===== src/rtl/alu_seq_pkg.sv =====
// Shared op codes, FSM state encoding and flag bit positions for the sequential ALU.
package alu_seq_pkg;

  localparam logic [3:0] OP_ADD   = 4'h0;
  localparam logic [3:0] OP_ADC   = 4'h1;
  localparam logic [3:0] OP_SUB   = 4'h2;
  localparam logic [3:0] OP_SBC   = 4'h3;
  localparam logic [3:0] OP_OR    = 4'h4;
  localparam logic [3:0] OP_AND   = 4'h5;
  localparam logic [3:0] OP_NOT   = 4'h6;
  localparam logic [3:0] OP_XOR   = 4'h7;
  localparam logic [3:0] OP_PASSA = 4'h8;
  localparam logic [3:0] OP_PASSB = 4'h9;
  localparam logic [3:0] OP_NEG   = 4'hA;
  localparam logic [3:0] OP_CMP   = 4'hB;
  localparam logic [3:0] OP_SHL   = 4'hC;
  localparam logic [3:0] OP_SHR   = 4'hD;
  localparam logic [3:0] OP_MUL   = 4'hE;
  localparam logic [3:0] OP_RSVD  = 4'hF;

  typedef enum logic [1:0] {
    ST_IDLE = 2'd0,
    ST_RUN  = 2'd1,
    ST_DONE = 2'd2
  } state_t;

  localparam int FLG_C = 0;
  localparam int FLG_Z = 1;
  localparam int FLG_N = 2;
  localparam int FLG_V = 3;
  localparam int NFLG  = 4;

  function automatic logic is_shift(input logic [3:0] op);
    return (op == OP_SHL) || (op == OP_SHR);
  endfunction

endpackage


===== src/rtl/alu_seq_if.sv =====
// Operand/result handshake bundle between the decoder, the ALU and writeback.
interface alu_seq_if #(parameter int WIDTH = 8);
  logic             in_valid;
  logic             in_ready;
  logic [WIDTH-1:0] a;
  logic [WIDTH-1:0] b;
  logic             carry_in;
  logic [3:0]       op;
  logic             out_valid;
  logic             out_ready;
  logic [WIDTH-1:0] c;
  logic [WIDTH-1:0] c_hi;
  logic             carry_out;
  logic             zero;
  logic             negative;
  logic             overflow;

  modport master (
    output in_valid, a, b, carry_in, op, out_ready,
    input  in_ready, out_valid, c, c_hi, carry_out, zero, negative, overflow
  );

  modport slave (
    input  in_valid, a, b, carry_in, op, out_ready,
    output in_ready, out_valid, c, c_hi, carry_out, zero, negative, overflow
  );
endinterface


===== src/rtl/alu_seq_core.sv =====
// Combinational single-cycle ops (0x0-0xB, 0xF) on latched operands; other codes pass a.
module alu_seq_core
  import alu_seq_pkg::*;
#(
  parameter int WIDTH = 8
) (
  input  logic [WIDTH-1:0] a_i,
  input  logic [WIDTH-1:0] b_i,
  input  logic             carry_i,
  input  logic [3:0]       op_i,
  output logic [WIDTH-1:0] result_o,
  output logic             carry_o,
  output logic             overflow_o
);

  logic [WIDTH:0] a_x, b_x, cin_x, sum, diff;

  assign a_x   = {1'b0, a_i};
  assign b_x   = {1'b0, b_i};
  assign cin_x = {{WIDTH{1'b0}}, carry_i};

  always_comb begin
    result_o   = a_i;
    carry_o    = 1'b0;
    overflow_o = 1'b0;
    sum        = a_x + b_x + ((op_i == OP_ADC) ? cin_x : '0);
    diff       = a_x - b_x - ((op_i == OP_SBC) ? cin_x : '0);
    case (op_i)
      OP_ADD, OP_ADC: begin
        result_o   = sum[WIDTH-1:0];
        carry_o    = sum[WIDTH];
        overflow_o = (a_i[WIDTH-1] == b_i[WIDTH-1]) && (sum[WIDTH-1] != a_i[WIDTH-1]);
      end
      OP_SUB, OP_SBC: begin
        result_o   = diff[WIDTH-1:0];
        carry_o    = diff[WIDTH];
        overflow_o = (a_i[WIDTH-1] != b_i[WIDTH-1]) && (diff[WIDTH-1] != a_i[WIDTH-1]);
      end
      OP_OR:    result_o = a_i | b_i;
      OP_AND:   result_o = a_i & b_i;
      OP_NOT:   result_o = ~a_i;
      OP_XOR:   result_o = a_i ^ b_i;
      OP_PASSB: result_o = b_i;
      OP_NEG: begin
        result_o   = '0 - a_i;
        carry_o    = |a_i;
        overflow_o = (a_i == {1'b1, {(WIDTH-1){1'b0}}});
      end
      // Compare flags come from the a-b difference, not from the -1/0/1 result.
      OP_CMP: begin
        result_o   = diff[WIDTH] ? '1 : ((diff[WIDTH-1:0] == '0) ? '0 : WIDTH'(1));
        carry_o    = diff[WIDTH];
        overflow_o = (a_i[WIDTH-1] != b_i[WIDTH-1]) && (diff[WIDTH-1] != a_i[WIDTH-1]);
      end
      default: ;
    endcase
  end

endmodule


===== src/rtl/alu_seq.sv =====
// Registered, handshaked ALU with iterative shifts; op 0xE is a shift-add multiply
// only when ALU_SEQ_MUL_EN is defined, otherwise it behaves as pass a.
module alu_seq
  import alu_seq_pkg::*;
#(
  parameter int WIDTH = 8
) (
  input  logic       clk,
  input  logic       reset,
  alu_seq_if.slave   bus
);

  localparam int SHW = $clog2(WIDTH);
  localparam int CW  = SHW + 1;

  state_t           state_q;
  logic [WIDTH-1:0] a_q, b_q, sh_q;
  logic             cin_q, sc_q, sv_q;
  logic [3:0]       op_q;
  logic [CW-1:0]    cnt_q;
  logic             in_ready_q, out_valid_q;
  logic [WIDTH-1:0] c_q, c_hi_q;
  logic [NFLG-1:0]  flags_q;

  logic [WIDTH-1:0] core_res, c_d, c_hi_d;
  logic             core_carry, core_ovf, carry_d, ovf_d;

`ifdef ALU_SEQ_MUL_EN
  logic [WIDTH-1:0] p_hi_q, p_lo_q;
  logic [WIDTH:0]   mul_sum;
  assign mul_sum = {1'b0, p_hi_q} + (p_lo_q[0] ? {1'b0, a_q} : '0);
`endif

  alu_seq_core #(.WIDTH(WIDTH)) u_core (
    .a_i        (a_q),
    .b_i        (b_q),
    .carry_i    (cin_q),
    .op_i       (op_q),
    .result_o   (core_res),
    .carry_o    (core_carry),
    .overflow_o (core_ovf)
  );

  always_comb begin
    c_d     = core_res;
    c_hi_d  = '0;
    carry_d = core_carry;
    ovf_d   = core_ovf;
    if (is_shift(op_q)) begin
      c_d     = sh_q;
      carry_d = sc_q;
      ovf_d   = (op_q == OP_SHL) ? sv_q : 1'b0;
    end
`ifdef ALU_SEQ_MUL_EN
    if (op_q == OP_MUL) begin
      c_d     = p_lo_q;
      c_hi_d  = p_hi_q;
      carry_d = |p_hi_q;
      ovf_d   = |p_hi_q;
    end
`endif
  end

  // Every accepted op passes through RUN; the counter is 0 for single-cycle ops.
  always_ff @(posedge clk) begin
    if (reset) begin
      state_q     <= ST_IDLE;
      a_q         <= '0;
      b_q         <= '0;
      cin_q       <= 1'b0;
      op_q        <= '0;
      cnt_q       <= '0;
      sh_q        <= '0;
      sc_q        <= 1'b0;
      sv_q        <= 1'b0;
      in_ready_q  <= 1'b1;
      out_valid_q <= 1'b0;
      c_q         <= '0;
      c_hi_q      <= '0;
      flags_q     <= '0;
`ifdef ALU_SEQ_MUL_EN
      p_hi_q      <= '0;
      p_lo_q      <= '0;
`endif
    end else begin
      case (state_q)
        ST_IDLE: begin
          if (bus.in_valid) begin
            a_q        <= bus.a;
            b_q        <= bus.b;
            cin_q      <= bus.carry_in;
            op_q       <= bus.op;
            sh_q       <= bus.a;
            sc_q       <= bus.carry_in;
            sv_q       <= 1'b0;
            in_ready_q <= 1'b0;
            state_q    <= ST_RUN;
            if (is_shift(bus.op)) cnt_q <= {1'b0, bus.b[SHW-1:0]};
`ifdef ALU_SEQ_MUL_EN
            else if (bus.op == OP_MUL) cnt_q <= CW'(WIDTH);
`endif
            else cnt_q <= '0;
`ifdef ALU_SEQ_MUL_EN
            p_hi_q <= '0;
            p_lo_q <= bus.b;
`endif
          end
        end
        ST_RUN: begin
          if (cnt_q != '0) begin
            cnt_q <= cnt_q - CW'(1);
            if (op_q == OP_SHL) begin
              sh_q <= {sh_q[WIDTH-2:0], 1'b0};
              sc_q <= sh_q[WIDTH-1];
              sv_q <= sv_q | (sh_q[WIDTH-1] ^ sh_q[WIDTH-2]);
            end else if (op_q == OP_SHR) begin
              sh_q <= {1'b0, sh_q[WIDTH-1:1]};
              sc_q <= sh_q[0];
            end
`ifdef ALU_SEQ_MUL_EN
            else if (op_q == OP_MUL) begin
              p_hi_q <= mul_sum[WIDTH:1];
              p_lo_q <= {mul_sum[0], p_lo_q[WIDTH-1:1]};
            end
`endif
          end else begin
            c_q            <= c_d;
            c_hi_q         <= c_hi_d;
            flags_q[FLG_C] <= carry_d;
            flags_q[FLG_Z] <= (c_d == '0);
            flags_q[FLG_N] <= c_d[WIDTH-1];
            flags_q[FLG_V] <= ovf_d;
            out_valid_q    <= 1'b1;
            state_q        <= ST_DONE;
          end
        end
        ST_DONE: begin
          if (bus.out_ready) begin
            out_valid_q <= 1'b0;
            in_ready_q  <= 1'b1;
            state_q     <= ST_IDLE;
          end
        end
        default: state_q <= ST_IDLE;
      endcase
    end
  end

  assign bus.in_ready  = in_ready_q;
  assign bus.out_valid = out_valid_q;
  assign bus.c         = c_q;
  assign bus.c_hi      = c_hi_q;
  assign bus.carry_out = flags_q[FLG_C];
  assign bus.zero      = flags_q[FLG_Z];
  assign bus.negative  = flags_q[FLG_N];
  assign bus.overflow  = flags_q[FLG_V];

endmodule


===== src/flat_wrapper.sv =====
// flat-port wrapper written by rule: the top's interface ports become plain ports
module alu_seq_flat import alu_seq_pkg::*;
#(
  parameter int WIDTH = 8
)
  (clk, reset, bus_in_valid, bus_a, bus_b, bus_carry_in, bus_op, bus_out_ready, bus_in_ready, bus_out_valid, bus_c, bus_c_hi, bus_carry_out, bus_zero, bus_negative, bus_overflow);
  alu_seq_if #(.WIDTH(WIDTH)) bus_i ();
  input  logic clk;
  input  logic reset;
  input wire logic [$bits(bus_i.in_valid)-1:0] bus_in_valid;
  input wire logic [$bits(bus_i.a)-1:0] bus_a;
  input wire logic [$bits(bus_i.b)-1:0] bus_b;
  input wire logic [$bits(bus_i.carry_in)-1:0] bus_carry_in;
  input wire logic [$bits(bus_i.op)-1:0] bus_op;
  input wire logic [$bits(bus_i.out_ready)-1:0] bus_out_ready;
  output wire logic [$bits(bus_i.in_ready)-1:0] bus_in_ready;
  output wire logic [$bits(bus_i.out_valid)-1:0] bus_out_valid;
  output wire logic [$bits(bus_i.c)-1:0] bus_c;
  output wire logic [$bits(bus_i.c_hi)-1:0] bus_c_hi;
  output wire logic [$bits(bus_i.carry_out)-1:0] bus_carry_out;
  output wire logic [$bits(bus_i.zero)-1:0] bus_zero;
  output wire logic [$bits(bus_i.negative)-1:0] bus_negative;
  output wire logic [$bits(bus_i.overflow)-1:0] bus_overflow;
  assign bus_i.in_valid = bus_in_valid;
  assign bus_i.a = bus_a;
  assign bus_i.b = bus_b;
  assign bus_i.carry_in = bus_carry_in;
  assign bus_i.op = bus_op;
  assign bus_i.out_ready = bus_out_ready;
  assign bus_in_ready = bus_i.in_ready;
  assign bus_out_valid = bus_i.out_valid;
  assign bus_c = bus_i.c;
  assign bus_c_hi = bus_i.c_hi;
  assign bus_carry_out = bus_i.carry_out;
  assign bus_zero = bus_i.zero;
  assign bus_negative = bus_i.negative;
  assign bus_overflow = bus_i.overflow;
  alu_seq #(.WIDTH(WIDTH)) u_core (.clk(clk), .reset(reset), .bus(bus_i));
endmodule

===== config.mk =====
export PLATFORM = sky130hd
export DESIGN_NAME = alu_seq_flat
export DESIGN_NICKNAME = d
export VERILOG_FILES = /design/src/rtl/alu_seq_pkg.sv /design/src/rtl/alu_seq_if.sv /design/src/rtl/alu_seq_core.sv /design/src/rtl/alu_seq.sv /design/src/flat_wrapper.sv
export SDC_FILE = /design/constraint.sdc
export NUM_CORES = 1
export LEC_CHECK = 0
export BUFFER_PORTS_ARGS = -buffer_cell sky130_fd_sc_hd__buf_2
export CAP_MARGIN = 20
export CORE_MARGIN = 2
export CORE_UTILIZATION = 53
export DETAILED_ROUTE_END_ITERATION = 10
export GPL_TIMING_DRIVEN = 1
export PLACE_DENSITY = 0.73
export SLEW_MARGIN = 20
export SYNTH_ARGS = -nofsm -noshare
export SYNTH_HDL_FRONTEND = slang
export SYNTH_SLANG_ARGS = --single-unit

===== constraint.sdc =====
create_clock -name clk -period 3.5 [get_ports clk]
set_clock_uncertainty 0.1 [all_clocks]
set_input_delay 0.525 -clock clk [delete_from_list [all_inputs] [get_ports clk]]
set_output_delay 0.525 -clock clk [all_outputs]
set_load 0.01 [all_outputs]

==> results.sh <==
export IMPL_status="complete, no violations"
export IMPL_grt_max_degree=29
export IMPL_synth_edf_count=0
export IMPL_grt_use_met2=0.488
export IMPL_max_clock_freq_ghz=0.294
export IMPL_worstPathRequired_ns=3.63
export IMPL_crit_path_cell_trace="nand2b_4 > nor2_4 > nand3_2 > fa_2 > fa_2 > o21a_1 > nor2_1 > xnor2_1 > or4_4 > nor4_2 > o211ai_1 > o31ai_1"
export IMPL_first_pass_iters=6
export IMPL_die_y_um=93.6
export IMPL_startpoint="u_core.op_q[3]$_SDFFE_PP0P_"
export IMPL_cts_buffers=5
export IMPL_fill_cells=750
export IMPL_io_buffers=38
export IMPL_cts_sinks=50
export IMPL_rows=32
export IMPL_synth_flop_cell="dfxtp_1"
export IMPL_synth_ff_latch_count=50
export IMPL_ys_types=69
export IMPL_async_flop_share=0
export IMPL_relSlewSlack=0.533
export IMPL_end_kind="register"
export IMPL_r2r_start="u_core.op_q[3]$_SDFFE_PP0P_"
export IMPL_clock_root_buffer="clkbuf_8"
export IMPL_gp_congestion=0.989
export IMPL_antenna_found_initial=0
export IMPL_hold_path_class="in -> reg"
export IMPL_syn_area_per_cell_um2=7.45
export IMPL_mostFrequentLayoutCell="nor2_1"
export IMPL_worstPathArrival_ns=3.53
export IMPL_final_area_mm2=0.00483
export IMPL_period_share=0.971
export IMPL_place_area_mm2=0.00463
export IMPL_use_met3=0.0701
export IMPL_h_tree_depth=2
export IMPL_p_per_area_mw_per_mm2=452
export IMPL_die_x_um=93.6
export IMPL_finalHoldViolCount=0
export IMPL_met1_usage=0.417
export IMPL_worst_pin_slew_ns=0.683
export IMPL_clk_path_buf_depth=2
export IMPL_postSynthCellCount=571
export IMPL_core_area_mm2=0.00777
export IMPL_busiest_layer="met2"
export IMPL_dp_hpwl_mm=10.1
export IMPL_slew_violations=0
export IMPL_drt_total_wl_mm=12.9
export IMPL_crit_end="u_core.flags_q[1]$_SDFFE_PP0P_"
export IMPL_ys_seq_area_frac=0.235
export IMPL_drtAntennaViolNets=0
export IMPL_clkTransAtPathRegs_ns=0.10
export IMPL_rr_endpoint="u_core.flags_q[1]$_SDFFE_PP0P_"
export IMPL_initial_utilization=0.548
export IMPL_p_total_mw=2.18
export IMPL_drive_gt1_frac=0.196
export IMPL_drt_iter0_drc=349
export IMPL_r2r_slack_ns=0.10
export IMPL_overflow=0
export IMPL_cp_start_kind="register"
export IMPL_cts_tree="yes"
export IMPL_drc_errors=0
export IMPL_synth_area_mm2=0.00426
export IMPL_cp_slowest_cell="or4_4"
export IMPL_insertedDiodeCount=0
export IMPL_setup_viol=0
export IMPL_area_growth_pct=13.5
export IMPL_nNetsFinal=677
export IMPL_insertion_delay_ns=0.32
export IMPL_crit_type="reg -> reg"
export IMPL_grt_pass1_wl_mm=21.3
export IMPL_min_period_ns=3.40
export IMPL_layout_common_cells="nor2_1, nand2_1, a21oi_1"
export IMPL_track_usage=0.311
export IMPL_wl_per_cell_um=18.0
export IMPL_fp_dieArea_mm2=0.00876
export IMPL_cpMostUsedCell="fa_2"
export IMPL_io_pins=47
export IMPL_yosys_warnings=0
export IMPL_max_cap_violations=0
export IMPL_max_stage_delay_ns=0.52
export IMPL_p_leak_nw=1.94
export IMPL_viasPerCell=6.08
export IMPL_grt_pass1_vias=4193
export IMPL_r2r_cells=12
export IMPL_cp_max_fo=3
export IMPL_num_vias=4368
export IMPL_irDropWorstVdd_mv=0.251
-- metal layers --
layer	vias to the layer above	part of all wire
li1	2083	-
met1	2053	0.43
met2	205	0.46
met3	27	0.082
met4	0	0.031
met5	-	0
-- layout make-up --
| class | count | area (µm²) | share of cell area |
|---|---|---|---|
| clock buffers | 6 | 82.6 | 0.0171 |
| multi-input cells | 447 | 2960 | 0.613 |
| clock inverters | 2 | 38.8 | 0.00803 |
| repair buffers | 78 | 490 | 0.102 |
| flip-flops and latches | 50 | 1000 | 0.208 |
| inverters | 34 | 128 | 0.0264 |
| well taps | 102 | 128 | 0.0264 |
-- per-stage QoR --
step                hold slack (ns)  utilization  std cells  worst slack [ns]  TNS, ns
CTS                           0.331        0.613        718            0.0490        0
finish                        0.333        0.622        719             0.101        0
global route                  0.333        0.622        719           -0.0121  -0.0121
detailed placement            0.351        0.596        710            -0.266   -0.318
floorplan                     0.345            -        578            0.0321        0
global placement              0.343        0.596        710            -0.236   -0.257
-- flip-flops by register name, indices dropped and copies added, names as in the netlist --
signal and cells:
u_core.sh_q 8, u_core.op_q 4, u_core.bus.c 7, u_core.cin_q 1
u_core.flags_q 4, u_core.sc_q 1, u_core.state_q 2, u_core.a_q 8
u_core.cnt_q 4, u_core.bus.out_valid 1, u_core.sv_q 1, u_core.b_q 8
u_core.bus.in_ready 1
-- critical path: cells and delay by family, from the launching register on --
kind	cells	cell delay (ns)
and+or+nand+nor	6	1.34
adders and majority gates	2	0.77
AOI/OAI and AO/OA	3	0.65
DFF	1	0.34
xor gates and xnor gates	1	0.11
-- worst min path at each step --
| stage | startpoint | depth (start not counted) | to |
|---|---|---|---|
| finish | bus_op[0] | 3 | u_core.op_q[0]$_SDFFE_PP0P_ |
| global placement | u_core.bus.c[4]$_SDFFE_PP0P_ | 2 | u_core.bus.c[4]$_SDFFE_PP0P_ |
| CTS | bus_b[6] | 3 | u_core.b_q[6]$_SDFFE_PP0P_ |
| floorplan | u_core.cin_q$_SDFFE_PP0P_ | 2 | u_core.cin_q$_SDFFE_PP0P_ |
| detailed placement | u_core.bus.c[5]$_SDFFE_PP0P_ | 2 | u_core.bus.c[5]$_SDFFE_PP0P_ |
| global route | bus_b[3] | 3 | u_core.b_q[3]$_SDFFE_PP0P_ |
-- power by group --
part           leakage (nW)  internal (mW)  switching (mW)
combinational          1.47          0.423           0.615
sequential            0.410          0.637          0.0622
clock                0.0618          0.235           0.212
total                  1.94           1.30           0.888
-- Yosys cell counts, drive strengths merged (5+ instances only) --
cell	instances	area, µm²
o21ai	19	95.1
a311oi	6	52.6
clkbuf	29	166
nand2b	9	56.3
nor3	20	105
nand3	11	55.1
inv	34	128
or3	6	37.5
nand2	67	251
nor2	71	274
and3	5	32.5
mux2i	14	140
xnor2	10	87.6
nor4	8	56.3
a221oi	5	61.3
a31oi	8	50.1
buf	18	116
a211oi	12	90.1
a21oi	61	305
dfxtp	50	1000
o31ai	7	52.6
ha	32	400
-- logic make-up after synthesis --
logic type,after synthesis,share of synthesized area
buffers and inverters,81,0.0964
other,1,0.000881
flip-flops,50,0.235
AO/OA/AOI/OAI,150,0.230
XOR/XNOR,13,0.0268
adder cells (fa/ha/maj),36,0.113
AND/OR/NAND/NOR,224,0.254
multiplexers,16,0.0435
-- what timing repair did --
action                                  4_1_cts  5_1_grt
setup buffers                                 0        1
hold buffers                                  0        0
pin swaps                                     1        7
endpoints found under the setup margin        3        5
resized for setup                             5       12
No activity file was read; power rests on OpenSTA's default activity.
